File: src/rtl/ecc_pkg.sv
// Shared SECDED helpers: code sizing and the codeword position map used by
// both the encoder and the decoder.
package ecc_pkg;

  typedef enum logic [1:0] {
    ECC_CLEAN  = 2'd0,
    ECC_CORR   = 2'd1,
    ECC_UNCORR = 2'd2
  } ecc_stat_e;

  // smallest r with 2^r >= dw + r + 1
  function automatic int ecc_pw(input int dw);
    int r;
    r = 0;
    for (int i = 7; i >= 1; i--)
      if ((1 << i) >= dw + i + 1) r = i;
    return r;
  endfunction

  function automatic int ecc_cw(input int dw);
    return dw + ecc_pw(dw) + 1;
  endfunction

  // Hamming position of data bit j: non-power-of-two positions, ascending
  function automatic int ecc_data_pos(input int j);
    int cnt, p;
    cnt = 0;
    p   = 0;
    for (int q = 1; q < 128; q++) begin
      if ((q & (q - 1)) != 0) begin
        if (cnt == j) p = q;
        cnt++;
      end
    end
    return p;
  endfunction

  // data bits whose position has bit k set
  function automatic logic [63:0] ecc_dmask(input int dw, input int k);
    logic [63:0] m;
    m = '0;
    for (int j = 0; j < dw; j++)
      if (((ecc_data_pos(j) >> k) & 1) != 0) m = m | (64'(1) << j);
    return m;
  endfunction

  // codeword positions 1..cw-1 that have bit k set
  function automatic logic [127:0] ecc_cover(input int cw, input int k);
    logic [127:0] m;
    m = '0;
    for (int q = 1; q < cw; q++)
      if (((q >> k) & 1) != 0) m = m | (128'(1) << q);
    return m;
  endfunction

endpackage

File: src/rtl/ecc_stream_channel_if.sv
// Stream-in / stream-out bus of the ECC channel plus the statistics port.
interface ecc_stream_channel_if import ecc_pkg::*; #(
  parameter int DATA_WIDTH = 8,
  parameter int CNT_WIDTH  = 16
);
  localparam int CW = ecc_cw(DATA_WIDTH);

  logic                  in_valid;
  logic                  in_ready;
  logic [DATA_WIDTH-1:0] in_data;
  logic [CW-1:0]         inj_mask;
  logic                  out_valid;
  logic                  out_ready;
  logic [DATA_WIDTH-1:0] out_data;
  logic                  out_corr;
  logic                  out_uncorr;
  logic                  cnt_clr;
  logic [CNT_WIDTH-1:0]  corr_cnt;
  logic [CNT_WIDTH-1:0]  uncorr_cnt;

  modport slave (
    input  in_valid, in_data, inj_mask, out_ready, cnt_clr,
    output in_ready, out_valid, out_data, out_corr, out_uncorr, corr_cnt, uncorr_cnt
  );

  modport master (
    output in_valid, in_data, inj_mask, out_ready, cnt_clr,
    input  in_ready, out_valid, out_data, out_corr, out_uncorr, corr_cnt, uncorr_cnt
  );
endinterface

File: src/rtl/ecc_secded_enc.sv
// Combinational extended-Hamming encoder: bit 0 overall parity, check bits at
// power-of-two positions, data bits packed into the rest LSB first.
module ecc_secded_enc import ecc_pkg::*; #(
  parameter  int DATA_WIDTH = 8,
  localparam int PW         = ecc_pw(DATA_WIDTH),
  localparam int CW         = ecc_cw(DATA_WIDTH)
) (
  input  logic [DATA_WIDTH-1:0] data_i,
  output logic [CW-1:0]         cw_o
);
  logic [PW-1:0] chk;

  for (genvar j = 0; j < DATA_WIDTH; j++) begin : g_data
    assign cw_o[ecc_data_pos(j)] = data_i[j];
  end

  for (genvar k = 0; k < PW; k++) begin : g_chk
    localparam logic [DATA_WIDTH-1:0] DM = DATA_WIDTH'(ecc_dmask(DATA_WIDTH, k));
    assign chk[k]         = ^(data_i & DM);
    assign cw_o[1 << k]   = chk[k];
  end

  // overall parity from sources, avoiding a loop through cw_o itself
  assign cw_o[0] = ^data_i ^ ^chk;
endmodule

File: src/rtl/ecc_stream_channel.sv
// 3-stage SECDED stream channel: encode+inject, syndrome, correct/flag, with
// a single global advance enable and saturating error counters.
module ecc_stream_channel import ecc_pkg::*; #(
  parameter int DATA_WIDTH = 8,
  parameter int CNT_WIDTH  = 16
) (
  input logic                 clk,
  input logic                 rst,
  ecc_stream_channel_if.slave bus
);
  localparam int PW     = ecc_pw(DATA_WIDTH);
  localparam int CW     = ecc_cw(DATA_WIDTH);
  localparam int STAGES = 3;

  logic                  adv;
  logic [STAGES:1]       vld_q;
  logic [CW-1:0]         cw_enc, s1_cw_q, s2_cw_q, cw_fix;
  logic [PW-1:0]         syn_d, s2_syn_q;
  logic                  s2_par_q;
  logic [DATA_WIDTH-1:0] dec_data, out_data_q;
  ecc_stat_e             stat_d, stat_q;
  logic [CNT_WIDTH-1:0]  corr_cnt_d, corr_cnt_q, uncorr_cnt_d, uncorr_cnt_q;
  logic                  hs;

  assign adv          = !vld_q[STAGES] || bus.out_ready;
  assign bus.in_ready = adv;

  ecc_secded_enc #(.DATA_WIDTH(DATA_WIDTH)) u_enc (
    .data_i (bus.in_data),
    .cw_o   (cw_enc)
  );

  for (genvar k = 0; k < PW; k++) begin : g_syn
    localparam logic [CW-1:0] COV = CW'(ecc_cover(CW, k));
    assign syn_d[k] = ^(s1_cw_q & COV);
  end

  always_comb begin
    stat_d = ECC_CLEAN;
    cw_fix = s2_cw_q;
    if (s2_par_q) begin
      // s=0 flips the overall parity bit, which carries no data
      if (int'(s2_syn_q) <= CW - 1) begin
        stat_d = ECC_CORR;
        cw_fix = s2_cw_q ^ (CW'(1) << s2_syn_q);
      end else begin
        stat_d = ECC_UNCORR;
      end
    end else if (s2_syn_q != '0) begin
      stat_d = ECC_UNCORR;
    end
  end

  for (genvar j = 0; j < DATA_WIDTH; j++) begin : g_extract
    assign dec_data[j] = cw_fix[ecc_data_pos(j)];
  end

  always_ff @(posedge clk or posedge rst) begin
    if (rst) begin
      vld_q      <= '0;
      s1_cw_q    <= '0;
      s2_cw_q    <= '0;
      s2_syn_q   <= '0;
      s2_par_q   <= 1'b0;
      out_data_q <= '0;
      stat_q     <= ECC_CLEAN;
    end else if (adv) begin
      vld_q <= {vld_q[STAGES-1:1], bus.in_valid};
      if (bus.in_valid) s1_cw_q <= cw_enc ^ bus.inj_mask;
      if (vld_q[1]) begin
        s2_cw_q  <= s1_cw_q;
        s2_syn_q <= syn_d;
        s2_par_q <= ^s1_cw_q;
      end
      if (vld_q[2]) begin
        out_data_q <= dec_data;
        stat_q     <= stat_d;
      end
    end
  end

  assign hs = vld_q[STAGES] && bus.out_ready;

  always_comb begin
    corr_cnt_d   = corr_cnt_q;
    uncorr_cnt_d = uncorr_cnt_q;
    if (bus.cnt_clr) begin
      corr_cnt_d   = '0;
      uncorr_cnt_d = '0;
    end else if (hs) begin
      if (stat_q == ECC_CORR && corr_cnt_q != '1)
        corr_cnt_d = corr_cnt_q + CNT_WIDTH'(1);
      if (stat_q == ECC_UNCORR && uncorr_cnt_q != '1)
        uncorr_cnt_d = uncorr_cnt_q + CNT_WIDTH'(1);
    end
  end

  always_ff @(posedge clk or posedge rst) begin
    if (rst) begin
      corr_cnt_q   <= '0;
      uncorr_cnt_q <= '0;
    end else begin
      corr_cnt_q   <= corr_cnt_d;
      uncorr_cnt_q <= uncorr_cnt_d;
    end
  end

  assign bus.out_valid  = vld_q[STAGES];
  assign bus.out_data   = out_data_q;
  assign bus.out_corr   = (stat_q == ECC_CORR);
  assign bus.out_uncorr = (stat_q == ECC_UNCORR);
  assign bus.corr_cnt   = corr_cnt_q;
  assign bus.uncorr_cnt = uncorr_cnt_q;
endmodule

File: src/flat_wrapper.sv
// flat-port wrapper written by rule: the top's interface ports become plain ports
module ecc_stream_channel_flat import ecc_pkg::*;
#(
  parameter int DATA_WIDTH = 8,
  parameter int CNT_WIDTH  = 16
)
  (clk, rst, bus_in_valid, bus_in_data, bus_inj_mask, bus_out_ready, bus_cnt_clr, bus_in_ready, bus_out_valid, bus_out_data, bus_out_corr, bus_out_uncorr, bus_corr_cnt, bus_uncorr_cnt);
  ecc_stream_channel_if #(.DATA_WIDTH(DATA_WIDTH), .CNT_WIDTH(CNT_WIDTH)) bus_i ();
  input logic clk;
  input logic rst;
  input wire logic [$bits(bus_i.in_valid)-1:0] bus_in_valid;
  input wire logic [$bits(bus_i.in_data)-1:0] bus_in_data;
  input wire logic [$bits(bus_i.inj_mask)-1:0] bus_inj_mask;
  input wire logic [$bits(bus_i.out_ready)-1:0] bus_out_ready;
  input wire logic [$bits(bus_i.cnt_clr)-1:0] bus_cnt_clr;
  output wire logic [$bits(bus_i.in_ready)-1:0] bus_in_ready;
  output wire logic [$bits(bus_i.out_valid)-1:0] bus_out_valid;
  output wire logic [$bits(bus_i.out_data)-1:0] bus_out_data;
  output wire logic [$bits(bus_i.out_corr)-1:0] bus_out_corr;
  output wire logic [$bits(bus_i.out_uncorr)-1:0] bus_out_uncorr;
  output wire logic [$bits(bus_i.corr_cnt)-1:0] bus_corr_cnt;
  output wire logic [$bits(bus_i.uncorr_cnt)-1:0] bus_uncorr_cnt;
  assign bus_i.in_valid = bus_in_valid;
  assign bus_i.in_data = bus_in_data;
  assign bus_i.inj_mask = bus_inj_mask;
  assign bus_i.out_ready = bus_out_ready;
  assign bus_i.cnt_clr = bus_cnt_clr;
  assign bus_in_ready = bus_i.in_ready;
  assign bus_out_valid = bus_i.out_valid;
  assign bus_out_data = bus_i.out_data;
  assign bus_out_corr = bus_i.out_corr;
  assign bus_out_uncorr = bus_i.out_uncorr;
  assign bus_corr_cnt = bus_i.corr_cnt;
  assign bus_uncorr_cnt = bus_i.uncorr_cnt;
  ecc_stream_channel #(.DATA_WIDTH(DATA_WIDTH), .CNT_WIDTH(CNT_WIDTH)) u_core (.clk(clk), .rst(rst), .bus(bus_i));
endmodule
File: config.mk
export PLATFORM = sky130hd
export DESIGN_NAME = ecc_stream_channel_flat
export DESIGN_NICKNAME = d
export VERILOG_FILES = /design/src/rtl/ecc_pkg.sv /design/src/rtl/ecc_stream_channel_if.sv /design/src/rtl/ecc_secded_enc.sv /design/src/rtl/ecc_stream_channel.sv /design/src/flat_wrapper.sv
export SDC_FILE = /design/constraint.sdc
export NUM_CORES = 1
export LEC_CHECK = 0
export CORE_AREA = 3 3 128 130
export CTS_CLUSTER_SIZE = 25
export DETAILED_ROUTE_END_ITERATION = 7
export DIE_AREA = 0 0 131 133
export PLACE_DENSITY_LB_ADDON = 0.1
export SETUP_SLACK_MARGIN = 0.5
export SLEW_MARGIN = 25
export SYNTH_ARGS = -nofsm -noshare
export SYNTH_HDL_FRONTEND = slang
export SYNTH_SLANG_ARGS = --single-unit
File: constraint.sdc
create_clock -name clk -period 3.2 [get_ports clk]
set_clock_uncertainty 0.05 [all_clocks]
set_input_delay 0.32 -clock clk [delete_from_list [all_inputs] [get_ports clk]]
set_output_delay 0.32 -clock clk [all_outputs]
set_load 0.05 [all_outputs]
* Word-level counts from Yosys, hierarchy flattened *
Cells that the tools add are included.

storage, ports and cells
  register bits after elaboration = 76
  word-level logic and storage cells = 56
  input port bits = 26

operators by class
  shift-type cells = 1
  reduce and logical (&&, ||, !) cells = 25
  magnitude comparators = 1
  equal/unequal tests = 4
  multiplexer cells = 11
  bitwise gates (word level) = 3
  $add $sub $neg = 2

operators by type and width
  operator               count
  $mux 16                6
  $reduce_xor 13->1      5
  $reduce_xor 8->1       5
  $add 16x1->16 const B  2
  $ne 16x16->1 const B   2
  $mux 13                2
  $xor 13x13->13         2
  $shl 1x4->13 const A   1
  $reduce_and 2->1       5
  $mux 2                 3
  $reduce_bool 2->1      3
  $le 4x4->1 const B     1
  $reduce_bool 4->1      1
  $reduce_xor 4->1       1
  $logic_and 1x1->1      3
  $eq 2x1->1 const B     1
  $eq 2x2->1 const B     1
  $logic_not 1->1        1
  $logic_or 1x1->1       1
  $xor 1x1->1            1

* Longest topological paths before layout *
Gate-level depths: netlist of the first run.

  depth after elaboration = 5
  depth in mapped cells = 7
  depth with buffers taken out = 6

* Modules after synthesis *
From an unflattened synthesis of the first run, not the netlist that was laid out.

second synthesis, totals
  cells, all modules = 387
  area, all modules = 3814.9 µm²

by module, submodules not included
  module              area an instance (µm²)  seq. area each (µm²)  cells each  instances
  ecc_stream_channel  3612.2                  1776.7                366         1
  ecc_secded_enc      202.7                   0.0                   21          1

* Worst setup path before layout of the first run *
OpenSTA, ideal clock, no wires.

  path kind = flip-flop to flip-flop
  start = reg u_core.vld_q[3] (netlist name)
  end = reg u_core.s2_cw_q[12]
  library setup time = 0.125 ns
  slack = 0.884 ns
  clock period less this slack = 2.316 ns
  stages on the path, launching flop included = 6
  buffers on the path = 2
  arrival = 2.141 ns
  cells stage by stage = dfrtp_1 -> nand2b_1 -> clkbuf_1 -> nand2_1 -> buf_2 -> mux2_2

on the way
  cells in the longest elaborated chain, start to end = 3

ends and longest elaborated chain
  element                            RTL line                  source
  start, declared                    ecc_stream_channel.sv:16  logic [STAGES:1] vld_q;
  start signal, assigned             ecc_stream_channel.sv:68  vld_q <= {vld_q[STAGES-1:1], bus.in_valid};
  $logic_not 1->1                    ecc_stream_channel.sv:25  assign adv = !vld_q[STAGES] || bus.out_ready;
  $logic_or 1x1->1                   ecc_stream_channel.sv:25
  via bus_in_ready                   flat_wrapper.sv:16        output wire logic [$bits(bus_i.in_ready)-1:0] bus_in_ready;
  $reduce_and 2->1 (no source line)  n/a
  end signal, assigned               ecc_stream_channel.sv:71  s2_cw_q <= s1_cw_q;
  end, declared                      ecc_stream_channel.sv:17  logic [CW-1:0] cw_enc, s1_cw_q, s2_cw_q, cw_fix;

The timed path passes the listed nets, and every way through them passes these cells.
A chain may end at the register's enable or synchronous reset.

* Worst setup path after layout of the first run *
  start = in bus_out_ready
  end = out bus_in_ready

on the way
  cells in the longest elaborated chain, start to end = 1

ends and longest elaborated chain
  element           RTL line                  source
  start, declared   flat_wrapper.sv:14        input wire logic [$bits(bus_i.out_ready)-1:0] bus_out_ready;
  $logic_or 1x1->1  ecc_stream_channel.sv:25
  end, declared     flat_wrapper.sv:16

No other way between the ends.

==> results of run 1 <==
[cells by family (layout without fill, tap and decap cells)]
| logic type | count (synthesis) | in the layout | synth area share [%] |
|---|---|---|---|
| AND/OR/NAND/NOR | 143 | 143 | 18.45 |
| XOR/XNOR | 85 | 85 | 19.97 |
| flip-flops | 71 | 71 | 46.71 |
| AO/OA/AOI/OAI | 49 | 49 | 8.421 |
| buffers and inverters | 20 | 92 | 2.303 |
| multiplexers | 12 | 12 | 3.487 |
| adder cells (fa/ha/maj) | 2 | 2 | 0.6578 |
[how the worst min path moves through the flow]
stage | start | end | slack (ns) | cells past startpoint
detailed placement | u_core.vld_q[2]$_DFFE_PP0N_ | u_core.vld_q[3]$_DFFE_PP0N_ | 0.41 | 2
finish | rst | u_core.stat_q[0]$_DFFE_PP0P_ | 0.41 | 2
global placement | u_core.vld_q[2]$_DFFE_PP0N_ | u_core.vld_q[3]$_DFFE_PP0N_ | 0.41 | 2
global route | u_core.bus.out_data[6]$_DFFE_PP0P_ | u_core.bus.out_data[6]$_DFFE_PP0P_ | 0.46 | 2
floorplan | u_core.vld_q[2]$_DFFE_PP0N_ | u_core.vld_q[3]$_DFFE_PP0N_ | 0.39 | 2
CTS | u_core.vld_q[2]$_DFFE_PP0N_ | u_core.vld_q[3]$_DFFE_PP0N_ | 0.42 | 2
[cell type report]
| cell class | count | area share (%) |
|---|---|---|
| multi-input combinational | 291 | 38.72 |
| sequential | 71 | 35.47 |
| timing repair buffer | 72 | 14.49 |
| tap | 211 | 5.271 |
| clock buffer | 13 | 4.996 |
| clock inverter | 1 | 0.5996 |
| inverter | 6 | 0.4497 |
[cell usage in the layout (no fill, tap or decap), drive strengths merged, types with 7 or more instances in the layout]
cell type,n
clkdlybuf4s50,69
xor2,23
clkbuf,13
mux2,10
nand2,43
xnor2,62
nand3,9
nand4,12
and3,7
dfrtp,71
o21ai,35
nor2,45
[stage by stage]
| stage | hold WS, ns | utilization (%) | cells | area, µm² | worst slack [ns] |
|---|---|---|---|---|---|
| global route | 0.4584 | 32.82 | 665 | 5009 | 0.7660 |
| global placement | 0.4062 | 30.99 | 651 | 4728 | 0.8286 |
| finish | 0.4101 | 32.82 | 665 | 5009 | 0.8415 |
| CTS | 0.4244 | 32.82 | 665 | 5009 | 0.8289 |
| floorplan | 0.3865 | - | 382 | 3804 | 0.8841 |
| detailed placement | 0.4114 | 30.99 | 651 | 4728 | 0.8400 |
[per-layer routing]
layer / track usage [%] / vias to the layer above
met2: 15.94 / 61
met3: 2.382 / 10
met5: 0 / -
met4: 4.286 / 0
met1: 13.93 / 1328
li1: - / 1431
[power by group through the flow]
stage | Combinational [µW] | Sequential, µW | Clock (µW)
final | 1250 | 1320 | 970
after global placement | 1270 | 1340 | 0
after floorplan | 797 | 1470 | 0
after detailed placement | 1280 | 1340 | 0
after CTS | 1280 | 1320 | 1010
after global routing | 1380 | 1360 | 1040
[synthesized netlist by cell type, types with 3 or more instances]
cell type	number
sky130_fd_sc_hd__inv_1	6
sky130_fd_sc_hd__mux2_2	10
sky130_fd_sc_hd__a211oi_1	3
sky130_fd_sc_hd__nor2_1	44
sky130_fd_sc_hd__and3_1	6
sky130_fd_sc_hd__and4_1	3
sky130_fd_sc_hd__dfrtp_1	71
sky130_fd_sc_hd__buf_2	4
sky130_fd_sc_hd__nand4_1	11
sky130_fd_sc_hd__o21ai_0	29
sky130_fd_sc_hd__nand2b_1	3
sky130_fd_sc_hd__nor3_1	5
sky130_fd_sc_hd__nand3_1	9
sky130_fd_sc_hd__o21ai_1	5
sky130_fd_sc_hd__xor2_1	22
sky130_fd_sc_hd__nand2_1	43
sky130_fd_sc_hd__xnor2_1	61
sky130_fd_sc_hd__clkbuf_1	8
[critical path: stages]
cell and delay (ns):
sky130_fd_sc_hd__clkdlybuf4s50_1 0.51, sky130_fd_sc_hd__nand2b_1 0.27, sky130_fd_sc_hd__clkdlybuf4s50_1 0.88
[sequential cells by signal, summed over array words and instances (netlist names)]
signal / count
u_core.stat_q: 2
u_core.bus.corr_cnt: 16
u_core.bus.uncorr_cnt: 16
u_core.s2_syn_q: 4
u_core.bus.out_data: 8
u_core.s2_par_q: 1
u_core.s2_cw_q: 8
u_core.s1_cw_q: 13
u_core.vld_q: 3
==> run metrics, run 1 <==
HPWL Detailed=6423 µm; share of Yosys cell area claimed by the top area cell type=46.71%; accumulated negative setup slack=0 ns; Setup violations, final=0; setup slack, reg-to-reg=1.11 ns; number of instances in the synthesized netlist=between 300 and 400; Pwr per Cell Area=about 710 nW/µm²; wire length of the first global-routing pass=14550 µm; post-synthesis sequential area ratio=between 40% and 50%; fraction of synthesis flops using an asynchronous set or reset pin=between 90% and 100%; net count after synthesis=410; data arrival time of the critical path=1.99 ns; Met2 Wirelength=3899 µm; Syn Area/Cell=9.957 µm²; antenna violations before repair=0; FILL cells=1587; warnings from Yosys=0; Total Power Consumption=3538 µW; final hold vios=0; net switching fraction of the power=34.88%; count of boundary I/O pins=70; buffers inserted by post-CTS timing repair=0; pin count of the biggest net entering global routing=39; Comb pwr share=35.4%; count of buffers inserted at the top-level ports=69; highest ir drop seen on vdd=354.8 µV; count of pins over their slew limit=0; minimum period implied by the final worst setup slack=about 2.4 ns; area of all sequential standard cells=1777 µm²; leakage power summed over all cells=slightly below 0.002 µW; Detailed Route WL=8445 µm; startpoint of the most critical register-to-register path=u_core.bus.corr_cnt[0]$_DFFE_PP0P_; count of unique library cells instantiated by Yosys=47; count of flip-flops with a built-in enable after synthesis=0; CTS Root Cell=sky130_fd_sc_hd__clkbuf_16; number of max-cap violations=0; layout overhead on the synthesized area=31.68%; horizontal die dimension=131 µm; transition time at the pin with the least slew margin=0.7507 ns; Remaining DRCs=0; kind of critical path=in2out; required arrival time at the worst endpoint=2.83 ns; most frequently used flop master after synthesis=sky130_fd_sc_hd__dfrtp_1; capture point of the worst reg-to-reg path=u_core.bus.corr_cnt[1]$_DFFE_PP0P_; end point of the critical path=bus_in_ready; final cycle utilization of the critical path=73.70%; clock latency on the worst-skew pair=0.33 ns; normalized max-slew margin=49.88%; post-layout net count=479; class of the worst hold path=in2async; largest fanout of any net on the critical path=7; aggregate global-route resource usage=a little over 10%; worst-case reg-to-reg path depth=6; post-synthesis cell type with the largest combined area=sky130_fd_sc_hd__dfrtp_1; H-Tree Depth=3; routed len/inst=12.70 µm; Antenna Cells=0; area of the multi-input gates=a little under 2000 µm²; met1 layer wirelength in the final routing=4022 µm; result of the run=completed; origin of the worst setup path=bus_out_ready; Max Clock Freq=between 0.4 and 0.5 GHz; clock input transition at the sequential cells of the worst setup and hold paths=about 0.060 ns; number of synthesized register bits=71; global placement routability congestion=0.7155; via density per instance=roughly 4.3; number of iterations in the first detailed-routing pass=4; Core Rows=between 40 and 50; area of the core=approximately 15000 µm²; total gr overflow=0; initial core utilization=between 20% and 30%; Routed Antenna Nets=0; die height=133 µm; top cells by area in the synthesized netlist=sky130_fd_sc_hd__dfrtp_1 (47%), sky130_fd_sc_hd__xnor2_1 (14%), sky130_fd_sc_hd__xor2_1 (5.1%); cell area after synthesis=3804 µm²; number of buffers added by the clock tree synthesis step=9; Resized cells post-CTS=0; area enclosed by the die boundary=17420 µm²; total clock sinks=71; register share of total power=37.2%; total number of vias=~2800; Met3 Routed Length=around 380 µm; highest layer used for signal routing=met4; critical path endpoint category=primary output; share of cells above drive strength 1=8.370%; maximum root-to-sink buffer count=2; cell internal pwr=2304 µW; number of buffers added to fix hold violations after cts=0; TritonCTS clock tree=yes; first-iteration detailed-routing DRC count=about 110; number of global-route vias before repair=2892; setup repair after global routing missed its margin=no; power spent charging and discharging nets=approximately 1200 µW; crit start category=input port; share of power burned in the clock network=27.4%
(Power assumes the default switching activity.)
==> inputs of run 2 (changes only) <==
==> constraint.sdc (replaced) <==
create_clock -name clk -period 2.2 [get_ports clk]
set_clock_uncertainty 0.05 [all_clocks]
set_input_delay 0.22 -clock clk [delete_from_list [all_inputs] [get_ports clk]]
set_output_delay 0.22 -clock clk [all_outputs]
set_load 0.05 [all_outputs]
==> run metrics, run 2 (same netlist as run 1, synthesis figures left out) <==
result of the run=completed (unchanged); Remaining DRCs=0 (unchanged); area of the core=15260 µm² (unchanged); transition time at the pin with the least slew margin=0.5253 ns (was 0.7507 ns); number of iterations in the first detailed-routing pass=4 (unchanged); wire length of the first global-routing pass=15350 µm (was 14550 µm); Layout Utilization=34.59% (was 32.82%); maximum root-to-sink buffer count=2 (unchanged); leakage power summed over all cells=0.002173 µW (was 0.001960 µW); Routed Antenna Nets=0 (unchanged); die height=133 µm (unchanged); cell type of the slowest stage on the worst timing path=sky130_fd_sc_hd__or4_4 (was sky130_fd_sc_hd__clkdlybuf4s50_1); final hold vios=0 (unchanged); Core Rows=45 (unchanged); Hold Slack=0.2905 ns (was 0.4101 ns); slowest stage delay, CP=0.57 ns (was 0.88 ns); class of the worst hold path=in2async (unchanged); setup repair after global routing missed its margin=yes (was no); Setup violations, final=0 (unchanged); total clock sinks=71 (unchanged); Max Clock Freq=0.5450 GHz; number of global-route vias before repair=3030 (was 2892); horizontal die dimension=131 µm (unchanged); commonest cells after routing, fill and taps aside=sky130_fd_sc_hd__xnor2_1 (61), sky130_fd_sc_hd__nor2_1 (44), sky130_fd_sc_hd__nand2_1 (41), sky130_fd_sc_hd__dfrtp_1 (41), sky130_fd_sc_hd__dlygate4sd2_1 (40) (was sky130_fd_sc_hd__dfrtp_1 (71), sky130_fd_sc_hd__clkdlybuf4s50_1 (69), sky130_fd_sc_hd__xnor2_1 (61), sky130_fd_sc_hd__nor2_1 (44), sky130_fd_sc_hd__nand2_1 (43)); via density per instance=4.312 (was 4.256); TritonCTS clock tree=yes (unchanged); share of cells above drive strength 1=23.09% (was 8.370%); highest ir drop seen on vdd=432.2 µV (was 354.8 µV); pin count of the biggest net entering global routing=72 (was 39); WP buf/inv=1 (was 2); final cycle utilization of the critical path=83.40%; total gr overflow=0 (unchanged); Pwr per Cell Area=968.0 nW/µm² (was 706.5 nW/µm²); kind of critical path=reg2reg (was in2out); H-Tree Depth=3 (unchanged); total number of vias=2945 (was 2830); required arrival time at the worst endpoint=2.36 ns (was 2.83 ns); Total Power Consumption=5109 µW (was 3538 µW); antenna violations before repair=0 (unchanged); clock input transition at the sequential cells of the worst setup and hold paths=0.05 ns (was 0.06 ns); routed len/inst=13.32 µm (was 12.70 µm); first-iteration detailed-routing DRC count=138 (was 105); data arrival time of the critical path=2.00 ns (was 1.99 ns); accumulated negative setup slack=0 ns (unchanged); post-route insts no fill=683 (was 665); minimum period implied by the final worst setup slack=around 1.8 ns; clock latency on the worst-skew pair=0.33 ns (about the same); crit start category=register (was input port); kind of cell adding the most delay to the critical path=simple AND/OR/NAND/NOR gates (was buffers and inverters); HPWL Detailed=6524 µm (was 6423 µm); Detailed Route WL=9099 µm (was 8445 µm); number of max-cap violations=0 (unchanged); global placement routability congestion=0.7424 (was 0.7155); count of boundary I/O pins=70 (unchanged); Antenna Cells=0 (unchanged); cells along the critical path=nand4_1 > buf_4 > or4_4 > o21ai_2 > xor2_1 > nor2_1 (was clkdlybuf4s50_1 > nand2b_1 > clkdlybuf4s50_1); count of buffers inserted at the top-level ports=69 (unchanged); layout overhead on the synthesized area=38.75% (was 31.68%); largest fanout of any net on the critical path=5 (was 7); normalized max-slew margin=64.85% (was 49.88%); number of buffers added by the clock tree synthesis step=9 (unchanged); aggregate global-route resource usage=11.29% (was 10.37%); critical path endpoint category=register (was primary output); area enclosed by the die boundary=17420 µm² (unchanged); most common cell after layout, fill and taps aside=sky130_fd_sc_hd__xnor2_1 (was sky130_fd_sc_hd__dfrtp_1); post-layout net count=495 (was 479); instance count after placement with tap cells included=657 (was 651); CTS Root Cell=sky130_fd_sc_hd__clkbuf_16 (unchanged); count of pins over their slew limit=0 (unchanged); initial core utilization=24.93% (unchanged)
==> run 2: what timing repair did <==
action / CTS / global route
pin swaps: 8 / 12
resized for setup: 50 / 9
setup buffers: 5 / 4
hold buffers: 0 / 0
gates cloned: 1 / 0
setup endpoints to repair: 57 / 23
==> run 2: final timing paths <==
| check | startpoint | endpoint | slack, ns | cells past startpoint |
|---|---|---|---|---|
| min reg2reg | u_core.vld_q[2]$_DFFE_PP0N_ | u_core.vld_q[3]$_DFFE_PP0N_ | 0.41 | 2 |
| min in group clk | u_core.vld_q[2]$_DFFE_PP0N_ | u_core.vld_q[3]$_DFFE_PP0N_ | 0.41 | 2 |
| min | rst | u_core.bus.corr_cnt[4]$_DFFE_PP0P_ | 0.29 | 3 |
| max reg2reg | u_core.bus.corr_cnt[14]$_DFFE_PP0P_ | u_core.bus.corr_cnt[5]$_DFFE_PP0P_ | 0.37 | 6 |
| max in group asynchronous | rst | u_core.bus.uncorr_cnt[7]$_DFFE_PP0P_ | 1.48 | 3 |
| max | u_core.bus.corr_cnt[14]$_DFFE_PP0P_ | u_core.bus.corr_cnt[5]$_DFFE_PP0P_ | 0.37 | 6 |
==> run 2: through the flow <==
step	setup WS, ns	instance area, µm²
detailed placement	0.1858	4921
global placement	0.2192	4921
global route	0.2824	5278
finish	0.3653	5278
floorplan	0.2760	3948
CTS	0.3528	5206
==> run 2: layer usage <==
layer	part of all wire [%]	global-route usage (%)
met1	47	14.25
met2	48	18.20
met3	3.5	2.503
met4	2.1	5.143
met5	0	0
==> run 2: layout make-up <==
cell class	instances	area [µm²]
Fill cell	1577	9981
Multi-Input combinational cell	292	2088
Sequential cell	71	1814
Timing Repair Buffer	87	807.0
Tap cell	211	264.0
Clock buffer	13	260.3
Inverter	6	26.28
Clock inverter	3	17.52
==> run 2: worst register-to-register path: stages (launching register included) <==
cell,delay [ns]
sky130_fd_sc_hd__dfrtp_2,0.38
sky130_fd_sc_hd__nand4_1,0.16
sky130_fd_sc_hd__buf_4,0.17
sky130_fd_sc_hd__or4_4,0.57
sky130_fd_sc_hd__o21ai_2,0.17
sky130_fd_sc_hd__xor2_1,0.15
sky130_fd_sc_hd__nor2_1,0.05
==> run 2: where the power goes <==
part	internal [µW]	total, µW	switching [µW]	leakage [µW]
Sequential	1610	1920	308	0.000878
Combinational	837	1820	986	0.00116
Clock	821	1360	543	0.000136
Total	3270	5110	1840	0.00217
